## src/rtl/fetch_ctrl_pkg.sv

```systemverilog
// Shared types and constants for the instruction-fetch controller and its bus.
package fetch_ctrl_pkg;

  localparam int          XLEN        = 64;
  localparam logic [63:0] PC_RESET    = 64'h0000_0000_8000_0000;
  localparam int          INSTR_BYTES = 4;

  typedef enum logic [1:0] {
    IDLE  = 2'd0,
    REQ   = 2'd1,
    WAIT  = 2'd2,
    VALID = 2'd3
  } fetch_state_t;

  typedef struct packed {
    logic            valid;
    logic [XLEN-1:0] addr;
  } ibus_req_t;

  typedef struct packed {
    logic        addr_ok;
    logic        data_ok;
    logic [31:0] data;
  } ibus_resp_t;

endpackage

```

## src/rtl/fetch_ctrl.sv

```systemverilog
// Fetch-stage sequencer: owns the fetch PC, runs one outstanding instruction-bus
// request at a time, and drops a response made stale by an execute redirect.
module fetch_ctrl #(
  parameter int              XLEN     = fetch_ctrl_pkg::XLEN,
  parameter logic [XLEN-1:0] PC_RESET = fetch_ctrl_pkg::PC_RESET
) (
  input  logic            clk,
  input  logic            reset,
  output logic            ireq_valid,
  output logic [XLEN-1:0] ireq_addr,
  input  logic            iresp_addr_ok,
  input  logic            iresp_data_ok,
  input  logic [31:0]     iresp_data,
  input  logic            stall,
  input  logic            redirect_valid,
  input  logic [XLEN-1:0] redirect_pc,
  output logic [31:0]     raw_instr,
  output logic [XLEN-1:0] pc,
  output logic            ivalid
);
  import fetch_ctrl_pkg::*;

  fetch_state_t    state_q, state_d;
  logic [XLEN-1:0] pc_q, pc_d;
  logic [XLEN-1:0] req_addr_q, req_addr_d;
  logic [31:0]     buf_q, buf_d;
  logic            drop_q, drop_d;

  ibus_resp_t      resp;
  logic [XLEN-1:0] redir_pc;
  logic [XLEN-1:0] pc_next_seq;
  logic [XLEN-1:0] pc_post;

  assign resp        = '{addr_ok: iresp_addr_ok, data_ok: iresp_data_ok, data: iresp_data};
  assign redir_pc    = {redirect_pc[XLEN-1:2], 2'b00};
  assign pc_next_seq = pc_q + XLEN'(INSTR_BYTES);
  assign pc_post     = redirect_valid ? redir_pc : pc_q;

  always_ff @(posedge clk) begin
    if (!reset) begin
      state_q    <= IDLE;
      pc_q       <= PC_RESET;
      req_addr_q <= PC_RESET;
      buf_q      <= '0;
      drop_q     <= 1'b0;
    end else begin
      state_q    <= state_d;
      pc_q       <= pc_d;
      req_addr_q <= req_addr_d;
      buf_q      <= buf_d;
      drop_q     <= drop_d;
    end
  end

  always_comb begin
    state_d    = state_q;
    pc_d       = pc_q;
    req_addr_d = req_addr_q;
    buf_d      = buf_q;
    drop_d     = drop_q;

    unique case (state_q)
      IDLE: begin
        pc_d       = pc_post;
        req_addr_d = pc_post;
        state_d    = REQ;
      end
      REQ, WAIT: begin
        if (resp.data_ok) begin
          if (!drop_q && !redirect_valid) begin
            buf_d   = resp.data;
            state_d = VALID;
          end else begin
            // Stale response: reissue at the post-redirect PC.
            drop_d     = 1'b0;
            pc_d       = pc_post;
            req_addr_d = pc_post;
            state_d    = REQ;
          end
        end else begin
          if (redirect_valid) begin
            pc_d   = redir_pc;
            drop_d = 1'b1;
          end
          if (state_q == REQ && resp.addr_ok) state_d = WAIT;
        end
      end
      VALID: begin
        if (redirect_valid) begin
          pc_d       = redir_pc;
          req_addr_d = redir_pc;
          state_d    = REQ;
        end else if (!stall) begin
          pc_d       = pc_next_seq;
          req_addr_d = pc_next_seq;
          state_d    = REQ;
        end
      end
      default: state_d = IDLE;
    endcase
  end

  assign ireq_valid = (state_q == REQ);
  assign ireq_addr  = req_addr_q;
  assign ivalid     = (state_q == VALID);
  assign raw_instr  = buf_q;
  assign pc         = pc_q;

endmodule

```

## config.mk

```make
export PLATFORM = sky130hd
export DESIGN_NAME = fetch_ctrl
export DESIGN_NICKNAME = d
export VERILOG_FILES = /design/src/rtl/fetch_ctrl_pkg.sv /design/src/rtl/fetch_ctrl.sv
export SDC_FILE = /design/constraint.sdc
export NUM_CORES = 1
export LEC_CHECK = 0
export CAP_MARGIN = 20
export CORE_ASPECT_RATIO = 0.7
export CORE_MARGIN = 2
export CORE_UTILIZATION = 25
export CTS_BUF_LIST = sky130_fd_sc_hd__clkbuf_8
export DETAILED_ROUTE_END_ITERATION = 6
export PLACE_DENSITY = 0.46
export SYNTH_ARGS = -nofsm -noshare
export SYNTH_HDL_FRONTEND = slang
export SYNTH_SLANG_ARGS = --single-unit
```

## constraint.sdc

```tcl
create_clock -name clk -period 3.8 [get_ports clk]
set_input_delay 1.14 -clock clk [delete_from_list [all_inputs] [get_ports clk]]
set_output_delay 1.14 -clock clk [all_outputs]
set_load 0.02 [all_outputs]
```

==> results of run 1 <==
-- metal layers --
metal,track usage,wire length [um],up-vias
met1,0.2988,18220,4266
met4,0.04937,550,2
li1,-,-,4345
met3,0.05499,2571,31
met5,0,9,-
met2,0.2772,14850,300
-- cell usage in the layout, fill, tap and decap left out, types with 20 or more instances in the layout --
cell | synthesis | routed
dfxtp_1 | 163 | 163
nor3_1 | 26 | 26
a21oi_1 | 108 | 108
and3_1 | 22 | 22
nor2_1 | 78 | 75
nor4_1 | 28 | 28
xor2_1 | 26 | 26
clkdlybuf4s50_1 | 0 | 259
nand4_1 | 27 | 27
buf_4 | 4 | 44
o21ai_0 | 66 | 66
nand2_1 | 187 | 187
nand3_1 | 37 | 37
nand2b_1 | 20 | 20
xnor2_1 | 62 | 62
-- layout make-up --
| class | instances | area [um^2] |
|---|---|---|
| repair buffers | 308 | 2993 |
| fillers | 3543 | 21520 |
| flip-flops and latches | 163 | 3263 |
| clock buffers | 19 | 261.5 |
| multi-input cells | 832 | 4903 |
| well taps | 435 | 544.3 |
| clock inverters | 11 | 113.9 |
| inverters | 9 | 35.03 |
-- cells by family after synthesis --
| logic type | synth area share |
|---|---|
| AOI/OAI and AO/OA | 0.1827 |
| xor gates and xnor gates | 0.08973 |
| adders and majority gates | 0.004370 |
| buffers and inverters | 0.05229 |
| DFF | 0.3799 |
| muxes | 0.001165 |
| and+or+nand+nor | 0.2899 |
-- power groups by stage --
stage / sequential, uW / combinational [uW] / clock (uW)
finish: 2060 / 1610 / 1320
global route: 2090 / 1730 / 1430
CTS: 2060 / 1630 / 1360
detailed placement: 2100 / 1620 / 0
global placement: 2100 / 1620 / 0
floorplan: 2270 / 589 / 0
-- state kept, by name (all words and copies together) (netlist names) --
signal	count
drop_q	1
state_q	2
raw_instr	32
pc	64
ireq_addr	64
-- cell usage after synthesis (all sizes together), types with 2 or more instances --
cell / instances / area, um^2
nand2: 188 / 713.2
dfxtp: 163 / 3263
a21oi: 108 / 540.5
nor2: 78 / 292.8
o21ai: 66 / 330.3
xnor2: 62 / 543.0
clkbuf: 59 / 222.7
nor4: 40 / 351.6
nand3: 38 / 195.2
buf: 34 / 192.7
nor3: 30 / 176.4
nand4: 29 / 202.7
xor2: 26 / 227.7
and3: 22 / 137.6
nand2b: 20 / 125.1
o31ai: 12 / 90.09
a2111oi: 10 / 118.9
a211oi: 10 / 75.07
or3: 10 / 62.56
and4: 9 / 80.08
inv: 9 / 33.78
and2: 8 / 50.05
a221oi: 7 / 67.56
o31a: 6 / 52.55
a31oi: 5 / 31.28
o22ai: 5 / 31.28
o21a: 4 / 30.03
or4: 4 / 37.53
a22o: 3 / 26.28
a32o: 3 / 30.03
a32oi: 3 / 26.28
ha: 3 / 37.54
nor3b: 3 / 22.52
o211a: 3 / 30.03
o211ai: 3 / 22.52
a21boi: 2 / 15.01
a2bb2oi: 2 / 17.52
or2: 2 / 12.52
-- through the flow --
step,cells,power (uW)
final,1777,5000
after global routing,1777,5248
after detailed placement,1747,3722
after global placement,1747,3720
after CTS,1777,5054
after floorplan,1097,2863
-- worst reg2reg max path, stage by stage, from the launching register on --
cell,delay [ns]
dfxtp_1,0.47
and4_1,0.56
nand4_2,0.38
or4_4,0.84
nor4_1,0.42
xnor2_1,0.14
a2111oi_2,0.35
-- worst min-delay path by stage --
stage,slack (ns),to,start
floorplan,0.46,state_q[1],state_q[1]
global placement,0.44,ireq_addr[30],ireq_addr[30]
detailed placement,0.43,ireq_addr[30],ireq_addr[30]
CTS,0.46,ireq_addr[30],ireq_addr[30]
global route,0.48,raw_instr[13],raw_instr[13]
finish,0.45,ireq_addr[30],ireq_addr[30]
==> flow_metrics.tcl, run 1 <==
set metrics [dict create \
    place_ws_ns 0.4814 \
    path_buf_inv 1 \
    syn_to_final_growth_pct 41.03 \
    drc 0 \
    leakagePower_uw 0.004107 \
    drive_gt1_frac 0.08569 \
    grt_pass1_wl_mm 54.00 \
    cp.depth 2 \
    root_buffer "clkbuf_8" \
    hold_path_depth 2 \
    synth_flop_cell "dfxtp_1" \
    hold_viol 0 \
    grt_max_degree 59 \
    cap_violations 0 \
    post-route-min-period_ns 3.273 \
    fin_skew_ns 0.01462 \
    clock_latency_ns 0.50 \
    crit_fanout 10 \
    syn_area_per_cell_um2 7.830 \
    ant_nets 0 \
    cpPeakStageDelay_ns 0.75 \
    place_congestion 0.8324 \
    setup_viol 0 \
    reg2reg_slack_ns 0.53 \
    antennaDiodeCount 0 \
    synth.distinct_cells 64 \
    grt_antenna_before_repair 1 \
    routed_wl_mm 36.20 \
    cp-start-kind "flop" \
    worstRegToRegCells 6 \
    critical_path.top_delay_family "buffers and inverters" \
    synth.net_count 1202 \
    slowest_stage "clkdlybuf4s50_1" \
    critPathArrivalTime_ns 2.13 \
    switching_share 0.3630 \
    fin_hold_ws_ns 0.4537 \
    die_y_um 159.1 \
    cts_hold_buf 0 \
    final_area_um2 12110 \
    power_frac_comb 0.323 \
    status "finished, final reports clean" \
    worst_setup_path_end_kind "output pin" \
    seq_area_frac_synth 0.3799 \
    drt_iter0_markers 664 \
    htree_levels 4 \
    setup-tns-final_ns 0 \
    startpoint "state_q[0]" \
    crit_required_ns 2.66 \
    ioPinCount 264 \
    portBuffers 261 \
    relSlewSlack 0.4178 \
    finalMaxSlewViolations 0 \
    final_nets 1436 \
    clock_path_buffers 2 \
    reg2reg_from "pc[5]" \
    vias 8944 \
    crit_path_end "ivalid" \
    worstPathCellList "ha_1 -> clkdlybuf4s50_1" \
    intPower_uw 3185 \
    ir_drop_uv 177.9 \
    syn_area_um2 8589 \
    worstMarginPinSlew_ns 0.8653 \
    synth_edf_count 0 \
    final_util 0.3602 \
    die_w_um 225.5 \
    post_cts_buffers 0 \
    firstDrtPassIters 5 \
    post_drt_via_cell_ratio 5.033 \
    yosys_warnings 0 \
    rows 56 \
    r2r-end "ireq_addr[57]" \
    async_reset_ff_frac 0 \
    hp-class "flop to flop" \
    ys_ff_latch 163 \
    p_per_area_nw_per_um2 412.7 \
    synthCells 1097 \
    cts_tree "yes" \
    post_drt_wl_per_cell_um 20.37 \
    p_seq_frac 0.413 \
    cts_buffers 17 \
    p_clk_frac 0.264 \
    fin_ws_ns 0.5267 \
    core-area_um2 33630 \
    ctsResizeCount 0 \
    timing.final.crit_share 0.8614 \
    grt.overflow.total 0 \
    p_switching_uw 1815 \
    path_class "flop to output pin" \
    hpwlAfterDp_mm 26.39 \
    dpl_cell_area_um2 11740 \
    grt_pass1_vias 8298 \
    fmax_ghz 0.3055 \
    grt_setup_unrepaired "no" \
    start_util 0.2554 \
    track_usage 0.1995 \
    dieArea_um2 35880 \
    clk_pin_slew_worst_paths_ns 0.09 \
    clock_sinks 163 \
]
(Power assumes the default switching activity.)
==> run 2, diff against run 1 <==
--- a/config.mk
+++ b/config.mk
@@ -12,6 +12,7 @@
 export CTS_BUF_LIST = sky130_fd_sc_hd__clkbuf_8
 export DETAILED_ROUTE_END_ITERATION = 6
 export PLACE_DENSITY = 0.46
+export SLEW_MARGIN = 40
 export SYNTH_ARGS = -nofsm -noshare
 export SYNTH_HDL_FRONTEND = slang
 export SYNTH_SLANG_ARGS = --single-unit
==> results of run 2 <==
No change in the layout: final DEF, timing and power equal those of run 1.
==> run 3, diff against run 2 <==
--- a/config.mk
+++ b/config.mk
@@ -5,7 +5,7 @@
 export SDC_FILE = /design/constraint.sdc
 export NUM_CORES = 1
 export LEC_CHECK = 0
-export CAP_MARGIN = 20
+export CAP_MARGIN = 5
 export CORE_ASPECT_RATIO = 0.7
 export CORE_MARGIN = 2
 export CORE_UTILIZATION = 25
==> results of run 3 <==
No change in the layout: final DEF, timing and power equal those of run 1.
